==> src/rtl/apb_pkg.sv <==
// Shared definitions for the APB initiator.
//   - apb_state_e    : transfer FSM states (IDLE/SETUP/ACCESS/RESP)
//   - APB_*_WIDTH    : default address/data widths for the GPIO APB link
//   - wait_cnt_width : width of the ACCESS wait-state counter for a given TIMEOUT
package apb_pkg;

  localparam int unsigned APB_ADDR_WIDTH = 4;
  localparam int unsigned APB_DATA_WIDTH = 32;

  typedef enum logic [1:0] {
    ST_IDLE   = 2'd0,
    ST_SETUP  = 2'd1,
    ST_ACCESS = 2'd2,
    ST_RESP   = 2'd3
  } apb_state_e;

  // TIMEOUT=0 means "wait forever"; keep a 1-bit counter so widths stay legal.
  function automatic int unsigned wait_cnt_width(input int unsigned timeout);
    return (timeout == 0) ? 1 : $clog2(timeout + 1);
  endfunction

endpackage

==> src/rtl/apb_wait_timer.sv <==
// ACCESS-phase wait-state counter.
//   i_clk    : clock
//   i_rst    : synchronous active-high reset (counter -> 0)
//   i_clear  : synchronous clear (held while not in ACCESS)
//   i_enable : count one wait state (ACCESS with PREADY low)
//   o_expire : this wait state is the TIMEOUT-th one; abort at this edge
module apb_wait_timer
  import apb_pkg::*;
#(
  parameter int unsigned TIMEOUT = 16
) (
  input  logic i_clk,
  input  logic i_rst,
  input  logic i_clear,
  input  logic i_enable,
  output logic o_expire
);

  localparam int unsigned CW     = wait_cnt_width(TIMEOUT);
  localparam int unsigned LAST_I = (TIMEOUT == 0) ? 0 : TIMEOUT - 1;
  localparam logic [CW-1:0] LAST = CW'(LAST_I);

  logic [CW-1:0] r_count;

  // Saturates at all-ones so a TIMEOUT=0 (wait forever) transfer never wraps.
  always_ff @(posedge i_clk) begin
    if (i_rst || i_clear) begin
      r_count <= '0;
    end else if (i_enable && (r_count != '1)) begin
      r_count <= r_count + CW'(1);
    end
  end

  // The counter holds the number of wait states already seen, so the edge
  // that would bring it to TIMEOUT is the abort edge.
  assign o_expire = (TIMEOUT != 0) && i_enable && (r_count == LAST);

endmodule

==> src/rtl/apb_master_if.sv <==
// APB initiator: turns single-beat commands into APB SETUP/ACCESS transfers,
// waits on PREADY (with optional timeout) and returns a one-cycle response.
// Ports:
//   sys_clk, sys_rst        : clock, synchronous active-high reset
//   cmd_valid/cmd_ready     : command handshake (accepted when both high)
//   cmd_write/addr/wdata    : command payload
//   rsp_valid/err/rdata     : response pulse, timeout flag, read data
//   PSEL..PREADY            : APB master-side signals
//   o_dbg_state             : current FSM state for observation
// Handshake: a command transfers on the rising edge where cmd_valid && cmd_ready;
// cmd_ready is high only in IDLE, so the requester holds cmd_valid and its payload
// stable until that edge. rsp_valid has no ready: it is a single-cycle pulse and
// rsp_err/rsp_rdata hold their value until the next response.
module apb_master_if
  import apb_pkg::*;
#(
  parameter int unsigned ADDR_WIDTH = APB_ADDR_WIDTH,
  parameter int unsigned DATA_WIDTH = APB_DATA_WIDTH,
  parameter int unsigned TIMEOUT    = 16
) (
  input  logic                  sys_clk,
  input  logic                  sys_rst,
  input  logic                  cmd_valid,
  output logic                  cmd_ready,
  input  logic                  cmd_write,
  input  logic [ADDR_WIDTH-1:0] cmd_addr,
  input  logic [DATA_WIDTH-1:0] cmd_wdata,
  output logic                  rsp_valid,
  output logic                  rsp_err,
  output logic [DATA_WIDTH-1:0] rsp_rdata,
  output logic                  PSEL,
  output logic                  PENABLE,
  output logic                  PWRITE,
  output logic [ADDR_WIDTH-1:0] PADDR,
  output logic [DATA_WIDTH-1:0] PWDATA,
  input  logic [DATA_WIDTH-1:0] PRDATA,
  input  logic                  PREADY,
  output apb_state_e            o_dbg_state
);

  apb_state_e            r_state;
  logic                  r_psel;
  logic                  r_penable;
  logic                  r_pwrite;
  logic [ADDR_WIDTH-1:0] r_paddr;
  logic [DATA_WIDTH-1:0] r_pwdata;
  logic                  r_rsp_valid;
  logic                  r_rsp_err;
  logic [DATA_WIDTH-1:0] r_rsp_rdata;

  logic w_timer_clear;
  logic w_timer_en;
  logic w_expire;

  assign w_timer_clear = (r_state != ST_ACCESS);
  assign w_timer_en    = (r_state == ST_ACCESS) && !PREADY;

  apb_wait_timer #(
    .TIMEOUT (TIMEOUT)
  ) u_wait_timer (
    .i_clk    (sys_clk),
    .i_rst    (sys_rst),
    .i_clear  (w_timer_clear),
    .i_enable (w_timer_en),
    .o_expire (w_expire)
  );

  // APB outputs are loaded one state early so they are registered values
  // during the state they belong to (e.g. PSEL is set on the accept edge).
  always_ff @(posedge sys_clk) begin
    if (sys_rst) begin
      r_state     <= ST_IDLE;
      r_psel      <= 1'b0;
      r_penable   <= 1'b0;
      r_pwrite    <= 1'b0;
      r_paddr     <= '0;
      r_pwdata    <= '0;
      r_rsp_valid <= 1'b0;
      r_rsp_err   <= 1'b0;
      r_rsp_rdata <= '0;
    end else begin
      r_rsp_valid <= 1'b0;
      case (r_state)
        ST_IDLE: begin
          if (cmd_valid) begin
            r_psel    <= 1'b1;
            r_penable <= 1'b0;
            r_pwrite  <= cmd_write;
            r_paddr   <= cmd_addr;
            r_pwdata  <= cmd_write ? cmd_wdata : '0;
            r_state   <= ST_SETUP;
          end
        end
        ST_SETUP: begin
          r_penable <= 1'b1;
          r_state   <= ST_ACCESS;
        end
        ST_ACCESS: begin
          // PREADY is checked first so a ready on the timeout edge completes cleanly.
          if (PREADY) begin
            r_psel      <= 1'b0;
            r_penable   <= 1'b0;
            r_rsp_valid <= 1'b1;
            r_rsp_err   <= 1'b0;
            r_rsp_rdata <= r_pwrite ? '0 : PRDATA;
            r_state     <= ST_RESP;
          end else if (w_expire) begin
            r_psel      <= 1'b0;
            r_penable   <= 1'b0;
            r_rsp_valid <= 1'b1;
            r_rsp_err   <= 1'b1;
            r_rsp_rdata <= '0;
            r_state     <= ST_RESP;
          end
        end
        ST_RESP: begin
          r_state <= ST_IDLE;
        end
        default: begin
          r_state <= ST_IDLE;
        end
      endcase
    end
  end

  assign cmd_ready   = (r_state == ST_IDLE);
  assign rsp_valid   = r_rsp_valid;
  assign rsp_err     = r_rsp_err;
  assign rsp_rdata   = r_rsp_rdata;
  assign PSEL        = r_psel;
  assign PENABLE     = r_penable;
  assign PWRITE      = r_pwrite;
  assign PADDR       = r_paddr;
  assign PWDATA      = r_pwdata;
  assign o_dbg_state = r_state;

endmodule
==> config.mk <==
export PLATFORM = sky130hd
export DESIGN_NAME = apb_master_if
export DESIGN_NICKNAME = d
export VERILOG_FILES = /design/src/rtl/apb_pkg.sv /design/src/rtl/apb_wait_timer.sv /design/src/rtl/apb_master_if.sv
export SDC_FILE = /design/constraint.sdc
export NUM_CORES = 1
export LEC_CHECK = 0
export CAP_MARGIN = 15
export CELL_PAD_IN_SITES_DETAIL_PLACEMENT = 1
export CELL_PAD_IN_SITES_GLOBAL_PLACEMENT = 2
export CORE_MARGIN = 5
export CORE_UTILIZATION = 23
export CTS_CLUSTER_SIZE = 30
export DETAILED_ROUTE_END_ITERATION = 16
export GPL_TIMING_DRIVEN = 0
export PLACE_DENSITY = 0.94
export RECOVER_POWER = 100
export SYNTH_ARGS = -nofsm -noshare
export SYNTH_HDL_FRONTEND = slang
export SYNTH_SLANG_ARGS = --single-unit
==> constraint.sdc <==
create_clock -name sys_clk -period 3.7 [get_ports sys_clk]
set_clock_uncertainty 0.1 [all_clocks]
set_input_delay 0.74 -clock sys_clk [delete_from_list [all_inputs] [get_ports sys_clk]]
set_output_delay 0.74 -clock sys_clk [all_outputs]
set_load 0.02 [all_outputs]
==> After elaboration in Yosys (flattened, before gate mapping) <==
Index checks and enable logic that the tools add are counted.
{ "op_classes": {"add_sub_neg": 1, "reduce_logical": 15, "n_mux": 18, "n_bitwise": 1, "n_eq_ne": 8} }
{ "op_table": {"columns": ["op", "n"], "rows": [
  ["2-to-1 mux 32 bit", 4],
  ["2-to-1 mux 1 bit", 8],
  ["case mux 2 bit (4 select lines)", 1],
  ["2-to-1 mux 2 bit", 3],
  ["AND reduction 2 bit", 3],
  ["AND reduction 3 bit", 2],
  ["adder 5 x 1 -> 5 bit (second input constant)", 1],
  ["== test 5 x 4 -> 1 bit (second input constant)", 1],
  ["!= test 5 bit (second input constant)", 1],
  ["== test 2 bit (second input constant)", 2],
  ["!= test 2 bit (second input constant)", 2],
  ["nonzero test 2 bit", 2],
  ["logical AND 1 bit", 3],
  ["!= test 3 x 2 -> 1 bit (second input constant)", 1],
  ["case mux 1 bit (3 select lines)", 1],
  ["nonzero test 3 bit", 1],
  ["== test 2 x 1 -> 1 bit (second input constant)", 1],
  ["zero test 2 bit", 1],
  ["case mux 1 bit (2 select lines)", 1],
  ["OR reduction 2 bit", 1],
  ["zero test 1 bit", 1],
  ["logical OR 1 bit", 1],
  ["NOT 1 bit", 1]
]} }
{ "totals": {"regBits": 80, "in_bits": 73} }

==> Longest topological paths before layout <==
{ "depth": {"ltp_word": 6, "ltp_mapped": 7, "ltp_nobuf": 6} }

==> By module <==
From an unflattened synthesis, not the netlist that was laid out.
{ "hier_totals": {"cells_unflattened": 305, "hier_area_um2": 2947.8} }
{ "modules_own_cells": {"columns": ["module", "cells_each", "n_inst", "area_per_inst_um2", "seq_area_each_um2"], "rows": [
  ["apb_master_if", 277, 1, 2693.8, 1501.4],
  ["apb_wait_timer", 28, 1, 254.0, 100.1]
]} }

==> Worst setup path after synthesis <==
OpenSTA, ideal clock, no wires.
{ "synth_path": {"kind": "register to register", "from": "register r_state[0], in the netlist o_dbg_state[0]", "to": "register r_pwdata[16], in the netlist PWDATA[16]", "slack_ns": 1.910, "arrival_time_ns": 1.557, "setup_ns": 0.132, "path_stages_with_launch": 8, "period_less_slack_ns": 1.790, "path_buffers": 2, "required_ns": 3.468, "path_cell_list": "dfxtp_1 > inv_1 > ha_1 > and2_1 > buf_2 > buf_2 > nand3_1 > a21oi_1"} }
{ "synth_via": {"elab_chain_cells": 2} }
{ "synth_lines": {"columns": ["item", "line_no", "text"], "rows": [
  ["start: declaration", "apb_master_if.sv:41", "apb_state_e r_state;"],
  ["start signal: assignment", "apb_master_if.sv:72", "r_state <= ST_IDLE;"],
  ["start signal: assignment", "apb_master_if.sv:91", "r_state <= ST_SETUP;"],
  ["start signal: assignment", "apb_master_if.sv:96", "r_state <= ST_ACCESS;"],
  ["zero test 2 bit", null, null],
  ["named net cmd_ready", "apb_master_if.sv:24", "output logic cmd_ready,"],
  ["AND reduction 2 bit (no source line)", null, null],
  ["end signal: assignment", "apb_master_if.sv:90", "r_pwdata <= cmd_write ? cmd_wdata : '0;"],
  ["end: declaration", "apb_master_if.sv:46", "logic [DATA_WIDTH-1:0] r_pwdata;"]
]} }
The timed path passes the listed nets, and every way through them passes these cells.
A chain may end at the register's enable or synchronous reset.

==> Worst setup path in the final report <==
{ "layout_path": {"from": "register r_state[0], in the netlist o_dbg_state[0]", "to": "output port cmd_ready"} }
{ "layout_via": {"elab_chain_cells": 1} }
{ "layout_lines": {"columns": ["item", "line_no", "text"], "rows": [
  ["zero test 2 bit", "apb_master_if.sv:126", "assign cmd_ready = (r_state == ST_IDLE);"],
  ["end: declaration", "apb_master_if.sv:24", null]
]} }
No other way between the ends.

==> results_dict.tcl <==
set metrics [dict create \
    io_pins 149 \
    regArea_sq_um 1600 \
    nFillCells 1521 \
    coreArea_sq_um 13100 \
    grt_pass1_wl_um 17700 \
    post-route-min-period_ns 2.62 \
    vias 3114 \
    antenna_found_initial 0 \
    critical-path-slowest-cell "dlygate4sd3_1" \
    r2r-start "u_wait_timer.r_count[0]$_SDFFE_PP0P_" \
    ir_drop_v 0.000243 \
    reg2reg_depth 7 \
    drv_cap 0 \
    htree_levels 3 \
    final_cell_mix "nand2_1 (82), dfxtp_1 (80), dlygate4sd3_1 (77)" \
    synth_cell_types 24 \
    dpl.hpwl_um 8400 \
    routed_wl_um 11000 \
    rows 42 \
    fp.dieW_um 125 \
    num_antenna_cells 0 \
    cts_sinks 80 \
    synth_fp_nets 452 \
    grt_pass1_vias 3382 \
    slew_headroom_pct 41.6 \
    syn_area_sq_um 3040 \
    status "finished clean" \
    tns_ns 0 \
    holdCritStartpoint "rsp_rdata[24]$_SDFFE_PP0P_" \
    p_per_area_nw_per_um2 515 \
    cts_hold_buffers 0 \
    syn_inst 371 \
    period_share_pct 70.8 \
    maxSlewViolCount 0 \
    rsz0062_at_grt "false" \
    final_cells 707 \
    worstHoldPathType "reg -> reg" \
    vias_per_cell 4.40 \
    start_util_pct 23.2 \
    worstSetupEndpointType "primary output" \
    synth-seq-cells 80 \
    clk_pin_slew_ns 0.06 \
    fin_nets 608 \
    detail-route-antenna-nets 0 \
    final_layout_size_suffix_gt1_share_pct 4.52 \
    worstSkewPairLatency_ns 0.34 \
    cp_cell_sequence "inv_1 > ha_1 > dlygate4sd3_1" \
    avgSynthCellArea_sq_um 8.19 \
    postCtsSetupRepairBufs 0 \
    finalHoldViolations 0 \
    wirelength_met1_um 4550 \
    cts_tree "yes" \
    netlist.area_leader.share_pct 52.7 \
    cp-start-kind "flip-flop" \
    cts_resized 0 \
    yosysTopAreaCell "dfxtp_1" \
    multi_input_area_sq_um 1280 \
    wl_per_cell_um 15.6 \
    wl_met2_um 5420 \
    required_ns 2.86 \
    max_freq_mhz 382 \
    max_stage_delay_ns 0.68 \
    cts_buffer_depth 2 \
    drtPass1Iterations 4 \
    port_buffers 145 \
    cp.arrival_ns 1.78 \
    grt_max_degree 13 \
    syn2layout_area_growth_pct 64.3 \
    grt_overflow 0 \
    whs_path_depth 2 \
    drt_iter0_markers 82 \
    r2r_slack_ns 1.12 \
    top_layer "met4" \
    track_usage_pct 14.1 \
    cp_max_fo 5 \
    dp_cells 692 \
    ys_warn_count 0 \
    drc 0 \
    ctsRootBufferMaster "clkbuf_16" \
    dr_wl_met3_um 795 \
    dieHeight_um 125 \
    synth_area_leaders "dfxtp_1 (53%), a21oi_1 (12%), nand3_1 (11%)" \
    setup_viol 0 \
    leakagePower_nw 1.96 \
    die_area_sq_um 15600 \
    worst_slew_pin_slew_ns 0.868 \
    ys_seq_area_share_pct 52.7 \
    hold_path_end "rsp_rdata[24]$_SDFFE_PP0P_" \
    globalplace.congestion 0.730 \
    r2r-end "rsp_rdata[25]$_SDFFE_PP0P_" \
    layout_commonest_cell "nand2_1" \
    numCtsBuffers 9 \
    path_class "reg -> out" \
]
sequential cells by signal, indices dropped and copies added, names as in the netlist, 2 cells and up:
register	count
PWDATA	32
rsp_rdata	32
u_wait_timer.r_count	5
PADDR	4
o_dbg_state	2
metrics by stage:
| step | area (sq um) | utilization (%) | setup slack, ns | power, mW | hold slack (ns) |
|---|---|---|---|---|---|
| 2_1_floorplan | 3040 | - | 1.91 | 1.40 | 0.354 |
| 3_3_place_gp | 4710 | 36.0 | 1.36 | 1.75 | 0.338 |
| 3_5_place_dp | 4710 | 36.0 | 1.31 | 1.77 | 0.343 |
| 4_1_cts | 5000 | 38.2 | 1.15 | 2.66 | 0.351 |
| 5_1_grt | 4990 | 38.1 | 0.877 | 2.73 | 0.369 |
| 6_report | 4990 | 38.1 | 1.08 | 2.57 | 0.348 |
cells by family after synthesis:
family                     count (synthesis)  share of synthesized area, %
xor gates and xnor gates                   2                         0.577
buffers and inverters                     35                          5.15
and+or+nand+nor                          161                          23.3
DFF                                       80                          52.7
adders and majority gates                  8                          3.30
AOI/OAI and AO/OA                         83                          14.3
muxes                                      2                         0.659
cell type report:
class / count / share of cell area [%]
inverter: 4 / 0.301
multi-input combinational: 256 / 25.6
clock inverter: 2 / 0.251
tap: 176 / 4.41
timing repair buffer: 145 / 29.1
buffer: 31 / 2.68
clock buffer: 13 / 5.62
sequential: 80 / 32.1
worst max-delay path, delay by kind of cell, from the launching register on:
family	cells	cell delay (ns)
flip-flops	1	0.41
adder cells (fa/ha/maj)	1	0.24
buffers and inverters	2	0.79
power breakdown:
part           switching, mW  total, mW  internal (mW)
Clock                  0.345      0.867          0.523
Sequential            0.0503      0.998          0.947
Combinational          0.421      0.707          0.286
layer usage:
metal | global-route usage [%] | vias up
met3 | 5.75 | 16
li1 | - | 1564
met4 | 5.23 | 0
met2 | 24.6 | 97
met5 | 0 | -
met1 | 15.3 | 1437
how the worst max path moves through the flow:
stage | start | endpoint | slack, ns | cells past startpoint
after CTS | o_dbg_state[0]$_SDFFE_PP0P_ | cmd_ready | 1.15 | 3
after global placement | cmd_valid | PWDATA[10]$_SDFFE_PP0P_ | 1.36 | 5
after global routing | u_wait_timer.r_count[0]$_SDFFE_PP0P_ | rsp_rdata[26]$_SDFFE_PP0P_ | 0.88 | 7
after floorplan | o_dbg_state[0]$_SDFFE_PP0P_ | PWDATA[16]$_SDFFE_PP0P_ | 1.91 | 7
after detailed placement | cmd_valid | PWDATA[3]$_SDFFE_PP0P_ | 1.31 | 5
final | o_dbg_state[0]$_SDFFE_PP0P_ | cmd_ready | 1.08 | 3
synthesized netlist by cell type:
| library cell | count |
|---|---|
| buf_2 | 14 |
| nand2_1 | 82 |
| o21ai_2 | 1 |
| and2_1 | 1 |
| xnor2_1 | 2 |
| o21ai_0 | 2 |
| nand2b_1 | 1 |
| a211oi_1 | 3 |
| nor2b_1 | 2 |
| or3_1 | 1 |
| mux2i_1 | 2 |
| a21oi_1 | 74 |
| or2_1 | 1 |
| buf_6 | 1 |
| nand3_1 | 65 |
| ha_1 | 8 |
| o21a_1 | 2 |
| clkbuf_1 | 16 |
| nor3b_1 | 1 |
| o31a_1 | 1 |
| and3_1 | 1 |
| dfxtp_1 | 80 |
| inv_1 | 4 |
| nor2_1 | 6 |
No activity file was read; power rests on OpenSTA's default activity.
